===== config.mk =====
export PLATFORM = sky130hd
export DESIGN_NAME = video_tx_gen
export DESIGN_NICKNAME = d
export VERILOG_FILES = /design/src/rtl/video_tx_gen.sv
export SDC_FILE = /design/constraint.sdc
export NUM_CORES = 1
export LEC_CHECK = 0
export CORE_MARGIN = 5
export CORE_UTILIZATION = 40
export CTS_BUF_LIST = sky130_fd_sc_hd__clkbuf_8
export DETAILED_ROUTE_END_ITERATION = 16
export GPL_ROUTABILITY_DRIVEN = 0
export MAX_ROUTING_LAYER = met4
export SETUP_SLACK_MARGIN = 0.05
export SLEW_MARGIN = 10
export SYNTH_ARGS = -nofsm -noshare
export SYNTH_HDL_FRONTEND = slang
export SYNTH_SLANG_ARGS = --single-unit

===== constraint.sdc =====
create_clock -name clk -period 4.1 [get_ports clk]
set_input_delay 0.41 -clock clk [delete_from_list [all_inputs] [get_ports clk]]
set_output_delay 0.41 -clock clk [all_outputs]
set_load 0.02 [all_outputs]

===== src/rtl/video_tx_gen.sv =====
// video_tx_gen: frame/line timing generator that reads pixels from a line
// buffer and emits vsync/hsync/den with pixel data.
// The FSM runs three cycles ahead of the timing outputs so the line-buffer
// read (o_mem_cen) leads each o_den by exactly two cycles without stretching
// pixel spacing.
// Optional feature macro: VIDEO_TX_TEST_PATTERN_EN adds i_pat_en, which
// selects a pixel+line index pattern in place of memory data.
module video_tx_gen #(
  parameter int IO_BW     = 10,
  parameter int ADDR_BW   = 12,
  parameter int FS_BW     = 13,
  parameter int VS_W      = 1,
  parameter int HS_W      = 1,
  parameter int DEN_GAP   = 1,
  parameter int LINE_TAIL = 100
) (
  input  logic               clk,
  input  logic               reset,
  input  logic               i_start,
  input  logic [3:0]         i_frames,
  input  logic [FS_BW-1:0]   i_vsize,
  input  logic [FS_BW-1:0]   i_hsize,
  input  logic [9:0]         i_vblank,
  input  logic [9:0]         i_hblank,
`ifdef VIDEO_TX_TEST_PATTERN_EN
  input  logic               i_pat_en,
`endif
  output logic               o_mem_cen,
  output logic [ADDR_BW-1:0] o_mem_addr,
  input  logic [IO_BW-1:0]   i_mem_rdata,
  output logic               o_vsync,
  output logic               o_hsync,
  output logic               o_den,
  output logic [IO_BW-1:0]   o_data,
  output logic               o_busy,
  output logic               o_frame_done
);

  typedef enum logic [3:0] {
    S_IDLE, S_VSYNC, S_VBLANK_F, S_HSYNC, S_HBLANK,
    S_PIXEL, S_GAP, S_TAIL, S_VBLANK_B
  } state_t;

  state_t             state_q, state_d;
  logic [15:0]        cnt_q;
  logic [FS_BW-1:0]   pix_q, line_q;
  logic [3:0]         frame_q;
  logic [3:0]         frames_q;
  logic [FS_BW-1:0]   vsize_q, hsize_q;
  logic [9:0]         vblank_q, hblank_q;
  logic               pat_q;
  logic               pat_start;

  logic [15:0]        seg_len;
  logic               seg_last;
  logic               frame_cmp;
  logic               last_frame;
  logic               fd_c;
  logic               start_ok;
  logic [FS_BW:0]     pat_sum;
  logic [IO_BW-1:0]   pat_c;

  logic               vs_p0, vs_p1, hs_p0, hs_p1, den_p0, den_p1;
  logic               fd_p0, fd_p1, fdl_p0, fdl_p1, fdl_p2;
  logic [IO_BW-1:0]   pat_p0, pat_p1;

`ifdef VIDEO_TX_TEST_PATTERN_EN
  assign pat_start = i_pat_en;
`else
  assign pat_start = 1'b0;
`endif

  assign start_ok   = (state_q == S_IDLE) && !o_busy && i_start && (i_frames != 4'd0);
  assign last_frame = (frame_q == frames_q - 4'd1);
  assign pat_sum    = {1'b0, pix_q} + {1'b0, line_q};
  assign pat_c      = IO_BW'(pat_sum);

  // Segment length of the current state and the state that follows it
  always_comb begin
    seg_len   = 16'd1;
    state_d   = state_q;
    frame_cmp = 1'b0;
    case (state_q)
      S_VSYNC:    seg_len = 16'(VS_W);
      S_VBLANK_F: seg_len = 16'(vblank_q);
      S_VBLANK_B: seg_len = 16'(vblank_q);
      S_HSYNC:    seg_len = 16'(HS_W);
      S_HBLANK:   seg_len = 16'(hblank_q);
      S_GAP:      seg_len = 16'(DEN_GAP);
      S_TAIL:     seg_len = 16'(LINE_TAIL);
      default:    seg_len = 16'd1;
    endcase
    case (state_q)
      S_VSYNC: begin
        if (vblank_q != 10'd0)     state_d = S_VBLANK_F;
        else if (vsize_q != '0)    state_d = S_HSYNC;
        else                       frame_cmp = 1'b1;
      end
      S_VBLANK_F: state_d = (vsize_q != '0) ? S_HSYNC : S_VBLANK_B;
      S_HSYNC: begin
        if (hblank_q != 10'd0)     state_d = S_HBLANK;
        else if (hsize_q != '0)    state_d = S_PIXEL;
        else                       state_d = S_TAIL;
      end
      S_HBLANK:   state_d = (hsize_q != '0) ? S_PIXEL : S_TAIL;
      S_PIXEL:    state_d = S_GAP;
      S_GAP:      state_d = (pix_q == hsize_q - FS_BW'(1)) ? S_TAIL : S_PIXEL;
      S_TAIL: begin
        if (line_q != vsize_q - FS_BW'(1)) state_d = S_HSYNC;
        else if (vblank_q != 10'd0)        state_d = S_VBLANK_B;
        else                               frame_cmp = 1'b1;
      end
      S_VBLANK_B: frame_cmp = 1'b1;
      default:    state_d = S_IDLE;
    endcase
    if (frame_cmp) state_d = last_frame ? S_IDLE : S_VSYNC;
  end

  assign seg_last = (cnt_q == seg_len - 16'd1);
  assign fd_c     = (state_q != S_IDLE) && seg_last && frame_cmp;

  // Timing FSM: latches configuration on start and walks frame/line segments
  always_ff @(posedge clk or posedge reset) begin
    if (reset) begin
      state_q  <= S_IDLE;
      cnt_q    <= '0;
      pix_q    <= '0;
      line_q   <= '0;
      frame_q  <= '0;
      frames_q <= '0;
      vsize_q  <= '0;
      hsize_q  <= '0;
      vblank_q <= '0;
      hblank_q <= '0;
      pat_q    <= 1'b0;
    end else if (state_q == S_IDLE) begin
      if (start_ok) begin
        frames_q <= i_frames;
        vsize_q  <= i_vsize;
        hsize_q  <= i_hsize;
        vblank_q <= i_vblank;
        hblank_q <= i_hblank;
        pat_q    <= pat_start;
        cnt_q    <= '0;
        pix_q    <= '0;
        line_q   <= '0;
        frame_q  <= '0;
        state_q  <= S_VSYNC;
      end
    end else if (seg_last) begin
      cnt_q   <= '0;
      state_q <= state_d;
      if (state_q == S_GAP) pix_q <= pix_q + FS_BW'(1);
      if (state_q == S_TAIL) begin
        pix_q  <= '0;
        line_q <= line_q + FS_BW'(1);
      end
      if (frame_cmp) begin
        pix_q   <= '0;
        line_q  <= '0;
        frame_q <= frame_q + 4'd1;
      end
    end else begin
      cnt_q <= cnt_q + 16'd1;
    end
  end

  // Output pipeline: memory read issued now, timing outputs three cycles later
  always_ff @(posedge clk or posedge reset) begin
    if (reset) begin
      o_mem_cen    <= 1'b0;
      o_mem_addr   <= '0;
      vs_p0 <= 1'b0; vs_p1 <= 1'b0; hs_p0 <= 1'b0; hs_p1 <= 1'b0;
      den_p0 <= 1'b0; den_p1 <= 1'b0; fd_p0 <= 1'b0; fd_p1 <= 1'b0;
      fdl_p0 <= 1'b0; fdl_p1 <= 1'b0; fdl_p2 <= 1'b0;
      pat_p0 <= '0; pat_p1 <= '0;
      o_vsync      <= 1'b0;
      o_hsync      <= 1'b0;
      o_den        <= 1'b0;
      o_data       <= '0;
      o_frame_done <= 1'b0;
      o_busy       <= 1'b0;
    end else begin
      o_mem_cen  <= (state_q == S_PIXEL) && !pat_q;
      o_mem_addr <= ((state_q == S_PIXEL) && !pat_q) ? ADDR_BW'(pix_q) : '0;
      vs_p0  <= (state_q == S_VSYNC);
      hs_p0  <= (state_q == S_HSYNC);
      den_p0 <= (state_q == S_PIXEL);
      fd_p0  <= fd_c;
      fdl_p0 <= fd_c && last_frame;
      pat_p0 <= pat_c;
      vs_p1  <= vs_p0;
      hs_p1  <= hs_p0;
      den_p1 <= den_p0;
      fd_p1  <= fd_p0;
      fdl_p1 <= fdl_p0;
      pat_p1 <= pat_p0;
      o_vsync      <= vs_p1;
      o_hsync      <= hs_p1;
      o_den        <= den_p1;
      o_frame_done <= fd_p1;
      fdl_p2       <= fdl_p1;
      o_data       <= den_p1 ? (pat_q ? pat_p1 : i_mem_rdata) : '0;
      if (start_ok)    o_busy <= 1'b1;
      else if (fdl_p2) o_busy <= 1'b0;
    end
  end

endmodule

# [After elaboration in Yosys (flattened, before gate mapping)]
# Index checks and enable logic that the tools add are counted.
[classes] add_sub_neg=8 mul=0 div_mod_pow=0 n_lt_le_gt_ge=0 eq_ne=16 shifts=0 muxes=41 bitwise_logic=0 reduce_logical=25
[ops] operator="$mux W13" count=10
[ops] operator="$mux W4" count=13
[ops] operator="$mux W16" count=3
[ops] operator="$pmux W4 S8" count=1
[ops] operator="$pmux W10 S3" count=1
[ops] operator="$add A13 B1 Y13 const B" count=2
[ops] operator="$reduce_bool A13 Y1" count=2
[ops] operator="$sub A13 B1 Y13 const B" count=2
[ops] operator="$reduce_bool A10 Y1" count=2
[ops] operator="$add A16 B1 Y16 const B" count=1
[ops] operator="$eq A16 B16 Y1" count=1
[ops] operator="$eq A4 B3 Y1 const B" count=4
[ops] operator="$sub A16 B1 Y16 const B" count=1
[ops] operator="$eq A13 B13 Y1" count=1
[ops] operator="$ne A13 B13 Y1" count=1
[ops] operator="$mux W12" count=1
[ops] operator="$reduce_bool A4 Y1" count=3
[ops] operator="$mux W10" count=1
[ops] operator="$ne A5 B5 Y1 const B" count=2
[ops] operator="$reduce_and A3 Y1" count=3
[ops] operator="$eq A4 B2 Y1 const B" count=2
[ops] operator="$mux W1" count=7
[ops] operator="$logic_and A1 B1 Y1" count=6
[ops] operator="$mux W2" count=3
[ops] operator="15 further kinds" count=17
[totals] regBits=138 latch_bits=0 mem_bits_rw=0 mem_bits_ro=0 input_bits=63 output_inout_bits=28 elab_cells=118 memories=0

# [Longest topological paths before layout]
# Gate-level depths: netlist of the first run.
[logic_depth] ltp_word=8 ltp_mapped=17

# [Worst setup path after synthesis of the first run]
# Ideal clock, no wire load.
[synth_path] kind="flip-flop to flip-flop" start="register state_q[2]" end="register line_q[9]" arrival_time_ns=3.906 setup_slack_ns=0.128 path_stages_with_launch=15 path_buffers=1 synth_period_minus_slack_ns=3.972 path_cell_list="dfrtp_1 -> buf_6 -> nor4b_2 -> a22oi_1 -> nand2_1 -> ha_1 -> inv_1 -> or4_1 -> o211a_1 -> o41ai_1 -> nand2_1 -> and4_1 -> o211a_1 -> or4_1 -> nand2_1"
[synth_between] elab_chain_len=7
[synth_rtl] item="from (decl)" line_no="44" rtl="state_t state_q, state_d;"
[synth_rtl] item="from (signal assigned)" line_no="152" rtl="state_q <= state_d;"
[synth_rtl] item="$eq A4 B4 Y1 / $eq A4 B2 Y1 (equally long branches)" line_no="83, 93"
[synth_rtl] item="$reduce_or A2 Y1 (no line)"
[synth_rtl] item="$pmux W10 S3" line_no="83" rtl="case (state_q)"
[synth_rtl] item="$sub A16 B1 Y16" line_no="119" rtl="assign seg_last = (cnt_q == seg_len - 16'd1);"
[synth_rtl] item="$eq A16 B16 Y1" line_no="119"
[synth_rtl] item="$reduce_bool A2 Y1 (no line)"
[synth_rtl] item="$reduce_and A3 Y1 (no line)"
[synth_rtl] item="to (signal assigned)" line_no="156" rtl="line_q <= line_q + FS_BW'(1);"
[synth_rtl] item="to (decl)" line_no="46" rtl="logic [FS_BW-1:0] pix_q, line_q;"
# Several ways; a longest one is shown, not always the timed one. The select of a mux whose other input is x is not followed.
# A chain may end at the register's enable or synchronous reset.

# [Worst setup path after layout of the first run]
[layout_path] start="register state_q[3]" end="register line_q[9]"
# Same word-level chain as after synthesis.

==> flow_summary.toml, run 1 <==
[clock_tree]
cts_made_buffers = 17
htreeDepth = 4
clock_latency_ns = 0.46
cts.sinks = 138
cts_max_path_buffers = 2
cts_root_buffer = "clkbuf_8"
cts_tree = "yes"
clk_pin_slew_ns = 0.09

[min_path]
hold_class = "reg2reg"

[timing]
fin_skew_ns = 0.0198
hold_viol_final = 0
setup_viol = 0
slew_viol_final = 0
worst_slack_ns = 0.222
rsz0062_at_grt = "false"
maxSlewHeadroom_pct = 32.2
holdWs_ns = 0.334
finalCritPeriodShare_pct = 94.6
worstMarginPinSlew_ns = 1.02
setup_tns_ns = 0
post-route-min-period_ns = 3.88
max_freq_mhz = 258

[cells_and_area]
multi_input_area_mm2 = 0.00414
nets = 1040
final.fill_count = 1877
antenna_cells = 0
fin_util_pct = 49.2
area_delta_synth_final_pct = 22.1
drive_above_1_share_pct = 9.89
register_area_mm2 = 0.00345

[logic_synthesis]
synthArstFlopShare_pct = 100
yosysSeqAreaShare_pct = 44.3
synthCells = 868
syn_area_mm2 = 0.00779
yosys.area.top_type = "dfrtp_1"
synth_area_leaders = "dfrtp_1 44%, nand2_1 8.8%, xnor2_1 4.3%"
synth-seq-cells = 138
synth_cell_types = 73
synthFlopType = "dfrtp_1"
synthesis.nets = 940
synth_edf_count = 0
synth.avg_cell_area_um2 = 8.97
yosysWarnings = 0
yosysTopAreaCellShare_pct = 44.3

[worst_setup_path]
cp-start-kind = "flip-flop"
ff2ff_setup_slack_ns = 0.22
endpoint_kind = "flip-flop"
cp_max_fo = 12
critPathRequiredTime_ns = 4.49
cp.arrival_ns = 4.27
crit_type = "reg2reg"

[routing]
wire_per_inst_um = 16.3
drcViolationCount = 0
viasPerCell = 5.39
drtAntennaViolNets = 0
vias = 6711
drt_iter0_drc = 416
wl_um = 20200
dr.pass1.iters = 8

[power_and_ir_drop]
power_leakage_nw = 4.18
power_mw = 2.43
ir_drop_mv = 0.191
power.density_mw_per_mm2 = 256

[die]
chipWidth_um = 150
fp.dieH_um = 150
rows = 51
initial_core_util_pct = 40.3
fp.coreArea_mm2 = 0.0193
dieArea_mm2 = 0.0224
io_pins = 91

[run_status]
outcome = "completed"

[global_route]
grt_antenna_before_repair = 0
grt_max_degree = 81
grt_pass1_vias = 6572
grt_pass1_wl_um = 34000
grtUsageTotal_pct = 19.5
overflow = 0

[run]
cap_violations = 0

[placed_design]
dpl_worst_slack_ns = 0.116
portBuffers = 90
dp_hpwl_um = 14700
[synthesized netlist by cell type (4+ instances only)]
library cell	count
and2_1	22
or2_2	4
nand2b_1	10
nand4_1	16
nor4_1	14
o31ai_1	15
o311a_1	8
nor4bb_1	20
xnor2_1	38
nor3_1	25
ha_1	9
mux2i_1	6
and3_1	15
nand2_1	182
buf_2	7
a21oi_1	27
o211ai_1	8
nand3_1	23
or4_1	12
nor2b_1	8
or3_1	14
nor2_1	45
dfrtp_1	138
o21ai_0	43
inv_1	17
xor2_1	16
buf_6	4
clkbuf_1	31
o31a_1	7
a31oi_1	14
[cell families (layout without fill, tap and decap cells)]
kind of cell             count (synthesis)  after routing  synth area share [%]
XOR/XNOR                                54             54                  6.07
multiplexers                             7              7                 0.916
AO/OA/AOI/OAI                          165            165                  14.6
adder cells (fa/ha/maj)                  9              9                  1.45
buffers and inverters                   62            175                  3.50
AND/OR/NAND/NOR                        433            433                  29.1
flip-flops                             138            138                  44.3
[what timing repair did]
item,CTS,global route
setup endpoints to repair,0,39
resized for setup,0,13
hold buffers,0,0
buffers inserted,0,1
[critical path, cell delays in order (launching register included)]
cell	delay, ns
dfrtp_1	0.45
nor4b_2	0.19
buf_4	0.15
a22o_1	0.28
or3_4	0.43
o311a_1	0.35
nor4_2	0.39
o211a_1	0.28
nand4_4	0.13
o31a_2	0.46
buf_4	0.18
or4_1	0.45
nand2_1	0.07
[power breakdown]
| group | leakage (nW) | switching (mW) | internal, mW |
|---|---|---|---|
| logic | 2.24 | 0.0350 | 0.0530 |
| clock network | 0.169 | 0.568 | 0.416 |
| registers | 1.77 | 0 | 1.36 |
[metal layers]
layer | up-vias | wire (µm) | GRT usage, %
li1 | 3314 | - | -
met1 | 3241 | 10000 | 27.4
met2 | 142 | 9230 | 29.1
met3 | 14 | 793 | 3.12
met4 | 0 | 231 | 5.90
met5 | - | 0 | -
[layout by cell type, fill, tap and decap left out, drive strengths merged, types with 15 or more instances in the layout]
cell / count
o21ai: 44
or3: 15
nor3: 25
clkdlybuf4s50: 90
and2: 23
nand3: 23
nor4bb: 20
clkbuf: 17
xor2: 16
o31ai: 17
nor2: 45
xnor2: 38
nor4: 17
and3: 15
dfrtp: 138
buf: 36
a21oi: 27
inv: 23
nand4: 17
nand2: 182
[state kept, by name, summed over array words and instances (netlist names), 4 cells and up]
name	cells
cnt_q	16
o_data	10
line_q	13
hsize_q	13
vblank_q	10
pix_q	13
state_q	4
frames_q	4
vsize_q	13
o_mem_addr	12
hblank_q	10
frame_q	4
[metrics by stage]
stage | std cells | cell area (µm²)
2_1_floorplan | 868 | 7790
3_3_place_gp | 1213 | 9090
3_5_place_dp | 1213 | 9090
4_1_cts | 1245 | 9430
5_1_grt | 1246 | 9510
6_report | 1246 | 9510
[cell type report]
| type | count | share of cell area, % |
|---|---|---|
| clock buffers | 17 | 2.46 |
| multi-input cells | 668 | 43.6 |
| repair buffers | 126 | 12.3 |
| clock inverters | 15 | 1.08 |
| inverters | 17 | 0.711 |
| flip-flops and latches | 138 | 36.3 |
| well taps | 265 | 3.49 |
[worst paths after layout]
| path | endpoint | depth (start not counted) | start |
|---|---|---|---|
| max | line_q[9] | 12 | state_q[3] |
| min in group asynchronous | o_vsync | 3 | reset |
| min | o_vsync | 0 | vs_p1 |
| max in group asynchronous | hsize_q[8] | 3 | reset |
| max reg2reg | line_q[9] | 12 | state_q[3] |
| min reg2reg | o_vsync | 0 | vs_p1 |
(Power assumes the default switching activity.)
==> run 2, diff against run 1 <==
--- a/config.mk
+++ b/config.mk
@@ -6,11 +6,12 @@
 export NUM_CORES = 1
 export LEC_CHECK = 0
 export CORE_MARGIN = 5
-export CORE_UTILIZATION = 40
+export CORE_UTILIZATION = 53
 export CTS_BUF_LIST = sky130_fd_sc_hd__clkbuf_8
 export DETAILED_ROUTE_END_ITERATION = 16
 export GPL_ROUTABILITY_DRIVEN = 0
 export MAX_ROUTING_LAYER = met4
+export PLACE_DENSITY = 0.79
 export SETUP_SLACK_MARGIN = 0.05
 export SLEW_MARGIN = 10
 export SYNTH_ARGS = -nofsm -noshare
==> flow_summary.toml, run 2 (synthesis gave the netlist of run 1 again) <==
[routing]
drcViolationCount = 0
dr.pass1.iters = 5
drtAntennaViolNets = 0
wl_um = 19400
drt_iter0_drc = 624
vias = 6855
wire_per_inst_um = 16.7
viasPerCell = 5.89

[run_status]
outcome = "completed"

[global_route]
grt_max_degree = 139
grt_pass1_vias = 6416
overflow = 0
grt_pass1_wl_um = 31700
grtUsageTotal_pct = 22.7
grt_antenna_before_repair = 0

[timing]
finalCritPeriodShare_pct = 93.5
holdWs_ns = 0.348
post-route-min-period_ns = 3.83
rsz0062_at_grt = "false"
slew_viol_final = 0
max_freq_mhz = 261
fin_skew_ns = 0.00933
hold_viol_final = 0
worstMarginPinSlew_ns = 1.15
worst_slack_ns = 0.266
setup_tns_ns = 0
setup_viol = 0
maxSlewHeadroom_pct = 23.3

[worst_setup_path]
crit_path_top_delay_cell = "or4_1"
max_stage_delay_ns = 0.60
cp.arrival_ns = 4.22
crit_type = "reg2reg"
cp_max_fo = 18
critPathRequiredTime_ns = 4.49
cp.depth = 13
endpoint_kind = "flip-flop"
cp-start-kind = "flip-flop"
crit_path_cell_trace = "buf_4 -> nor4bb_1 -> o31ai_2 -> ha_1 -> inv_1 -> or4_1 -> o211a_1 -> o41ai_2 -> nand2_1 -> and4_4 -> o211a_1 -> or4_1 -> nand2_1"
crit_family = "simple AND/OR/NAND/NOR gates"
crit_buf_inv = 2
reg2reg_depth = 13

[cells_and_area]
final_common_cell = "nand2_1"
area_delta_synth_final_pct = 21.9
largest_reg_flops = 16
antenna_cells = 0
drive_above_1_share_pct = 9.40
nets = 1039
fin_util_pct = 65.5
fin_cells = 1163
largest_register = "cnt_q"
layout_common_cells = "182 x nand2_1, 137 x dfrtp_1, 90 x clkdlybuf4s50_1, 44 x nor2_1, 43 x o21ai_0"

[die]
initial_core_util_pct = 53.8
io_pins = 91
chipWidth_um = 131
fp.dieH_um = 131
rows = 44
fp.coreArea_mm2 = 0.0145
dieArea_mm2 = 0.0172

[power_and_ir_drop]
ir_drop_mv = 0.328
power.density_mw_per_mm2 = 282
power_leakage_nw = 4.24

[clock_tree]
cts_max_path_buffers = 2
cts_root_buffer = "clkbuf_8"
htreeDepth = 4
cts_made_buffers = 17
clk_pin_slew_ns = 0.08
cts_tree = "yes"
clock_latency_ns = 0.45
ctsHoldBuffers = 0
cts.sinks = 138

[min_path]
holdPathStages = 0
hold_class = "reg2reg"

[run]
cap_violations = 0

[placed_design]
portBuffers = 90
dp_hpwl_um = 13800
dpl_worst_slack_ns = 0.127
dp_cells = 1132
run 2: changes by cell type in the layout (fill, tap and decap cells not counted), moves of 3 or more:
cell        delta
clkbuf_8       +4
clkinvlp_4     -4
inv_6          -4
bufinv_16      +4
buf_4          -3
run 2: metal layers:
| metal | vias to the layer above | GRT usage [%] | share of wire, % |
|---|---|---|---|
| met2 | 230 | 32.7 | 45 |
| met3 | 38 | 4.97 | 5.0 |
| met5 | - | - | 0 |
| met4 | 0 | 7.16 | 2.0 |
| met1 | 3271 | 32.0 | 48 |
| li1 | 3316 | - | - |
run 2: report_power, final:
group / total, mW / leakage (nW) / switching [mW] / internal (mW)
clock network: 1.22 / 0.231 / 0.506 / 0.716
registers: 1.36 / 1.77 / 0 / 1.36
logic: 0.0886 / 2.25 / 0.0348 / 0.0538
run 2: final cells by class:
| class | instances | area (µm²) |
|---|---|---|
| Multi-Input combinational cell | 668 | 4120 |
| Sequential cell | 138 | 3450 |
| Clock inverter | 10 | 149 |
| Clock buffer | 21 | 289 |
| Timing Repair Buffer | 125 | 1180 |
| Fill cell | 1161 | 4990 |
| Tap cell | 184 | 230 |
| Inverter | 17 | 67.6 |
run 2: final timing paths:
path / from / endpoint / slack (ns)
min in group asynchronous: reset / o_data[0] / 0.53
setup / recovery: state_q[3] / line_q[9] / 0.27
hold reg to reg: hs_p1 / o_hsync / 0.35
max in group asynchronous: reset / state_q[1] / 2.98
setup reg to reg: state_q[3] / line_q[9] / 0.27
hold / removal: hs_p1 / o_hsync / 0.35
run 2: per-stage QoR:
step	power [mW]	cell area, µm²
2_1_floorplan	1.41	7790
3_3_place_gp	1.48	9000
3_5_place_dp	1.48	9000
4_1_cts	2.70	9440
5_1_grt	2.77	9490
6_report	2.67	9490
run 2: what timing repair did:
item / in CTS / in global routing
endpoints found under the hold margin: 0 / 0
buffers inserted: 0 / 0
resized for setup: 0 / 11
setup endpoints to repair: 0 / 33
==> run 3, diff against run 2 <==
--- a/config.mk
+++ b/config.mk
@@ -10,7 +10,6 @@
 export CTS_BUF_LIST = sky130_fd_sc_hd__clkbuf_8
 export DETAILED_ROUTE_END_ITERATION = 16
 export GPL_ROUTABILITY_DRIVEN = 0
-export MAX_ROUTING_LAYER = met4
 export PLACE_DENSITY = 0.79
 export SETUP_SLACK_MARGIN = 0.05
 export SLEW_MARGIN = 10
==> constraint.sdc (replaced) <==
create_clock -name clk -period 4.1 [get_ports clk]
set_input_delay 0.82 -clock clk [delete_from_list [all_inputs] [get_ports clk]]
set_output_delay 0.82 -clock clk [all_outputs]
set_load 0.02 [all_outputs]
==> flow_summary.toml, run 3 (synthesis gave the netlist of run 1 again) <==
[run_status]
outcome = "completed"

[routing]
wl_um = 19700
drt_iter0_drc = 605
viasPerCell = 5.93
vias = 6909
dr.pass1.iters = 5
wire_per_inst_um = 16.9
drtAntennaViolNets = 0
drcViolationCount = 0

[power_and_ir_drop]
intPower_mw = 2.04
ir_drop_mv = 0.199
switching_share_pct = 21.7
combinationalPowerShare_pct = 3.4
power_leakage_nw = 4.22
power_switching_uw = 565
pwr-share-clk_pct = 44.4
seqPwrFrac_pct = 52.2
power.density_mw_per_mm2 = 275

[timing]
worstMarginPinSlew_ns = 0.832
post-route-min-period_ns = 3.89
maxSlewHeadroom_pct = 44.4
max_freq_mhz = 257
finalCritPeriodShare_pct = 94.9
slew_viol_final = 0
setup_viol = 0
fin_skew_ns = 0.0137
holdWs_ns = 0.345
hold_viol_final = 0

[cells_and_area]
largest_reg_flops = 16
antenna_cells = 0
final_common_cell = "nand2_1"
fin_util_pct = 65.4
largest_register = "cnt_q"
area_delta_synth_final_pct = 21.7
drive_above_1_share_pct = 9.79
layout_common_cells = "182 x nand2_1, 136 x dfrtp_1, 90 x clkdlybuf4s50_1, 44 x nor2_1, 43 x o21ai_0"
nets = 1040

[worst_setup_path]
critPathRequiredTime_ns = 4.48
crit_start = "state_q[3]"
crit_buf_inv = 3
max_stage_delay_ns = 0.61
regToRegStartpoint = "state_q[3]"
crit_path_top_delay_cell = "or4_1"
crit_end = "line_q[3]"
cp-start-kind = "flip-flop"
cp.arrival_ns = 4.27
endpoint_kind = "flip-flop"
crit_path_cell_trace = "buf_4 -> nor2b_1 -> o21ai_0 -> nand2_1 -> ha_1 -> inv_1 -> or4_1 -> nor4b_2 -> o41ai_2 -> nand2_1 -> buf_4 -> nand4_4 -> o31a_2 -> or4_1 -> a21oi_1"
ff2ff_setup_slack_ns = 0.21
cp_max_fo = 14
crit_family = "simple AND/OR/NAND/NOR gates"
crit_type = "reg2reg"
reg2reg_depth = 15
reg2reg_to = "line_q[3]"
cp.depth = 15

[die]
chipWidth_um = 131
dieArea_mm2 = 0.0172
rows = 44
fp.dieH_um = 131
initial_core_util_pct = 53.8
io_pins = 91
fp.coreArea_mm2 = 0.0145

[run]
cap_violations = 0

[placed_design]
dp_hpwl_um = 14000
portBuffers = 90

[global_route]
grt_max_degree = 70
grt_pass1_vias = 6650
grt_pass1_wl_um = 32900
overflow = 0
grt_antenna_before_repair = 0
grtUsageTotal_pct = 22.8

[clock_tree]
htreeDepth = 4
cts_root_buffer = "clkbuf_8"
cts_made_buffers = 17
cts.sinks = 138
cts_tree = "yes"
clock_latency_ns = 0.46
clk_pin_slew_ns = 0.08
cts_max_path_buffers = 2

[min_path]
hold_class = "reg2reg"
run 3: area by class of cell:
cell class	instances	area, µm²
clock inverter	13	151
timing repair buffer	126	1180
fill	1176	5000
multi-input combinational	668	4120
tap	184	230
clock buffer	19	262
sequential	138	3460
inverter	17	67.6
run 3: power by group through the flow:
stage	logic (mW)	registers, mW	clock network, mW
after floorplan	0.0208	1.39	0
after global placement	0.0911	1.39	0
after detailed placement	0.0917	1.39	0
after CTS	0.0923	1.36	1.17
after global routing	0.0986	1.36	1.24
final	0.0896	1.36	1.16
run 3: how the worst min path moves through the flow:
stage | from | endpoint | depth (start not counted)
3_3_place_gp | fd_p1 | o_frame_done | 0
6_report | fdl_p0 | fdl_p1 | 0
5_1_grt | fdl_p0 | fdl_p1 | 0
4_1_cts | fdl_p0 | fdl_p1 | 0
2_1_floorplan | fd_p0 | fd_p1 | 0
3_5_place_dp | fd_p1 | o_frame_done | 0
run 3: repair_timing:
action                                 in CTS  in global routing
setup buffers                               0                  1
hold buffers                                0                  0
setup endpoints to repair                   0                 20
gates resized for setup                     0                 10
endpoints found under the hold margin       0                  0
run 3: layer usage:
| layer | up-vias | routed length (µm) | track usage, % |
|---|---|---|---|
| met2 | 245 | 9070 | 35.1 |
| met5 | - | 0 | 0 |
| met4 | 0 | 352 | 7.91 |
| met3 | 29 | 1190 | 4.74 |
| li1 | 3319 | - | - |
| met1 | 3316 | 9060 | 32.2 |
run 3: metrics by stage:
stage	setup TNS [ns]	power, mW	cell area, µm²	cells	setup slack (ns)
after global placement	0	1.48	9000	1132	0.232
final	0	2.61	9470	1165	0.210
after floorplan	0	1.41	7790	868	0.128
after CTS	0	2.63	9420	1164	0.0733
after global routing	-0.00372	2.70	9470	1165	-0.00372
after detailed placement	0	1.48	9000	1132	0.119
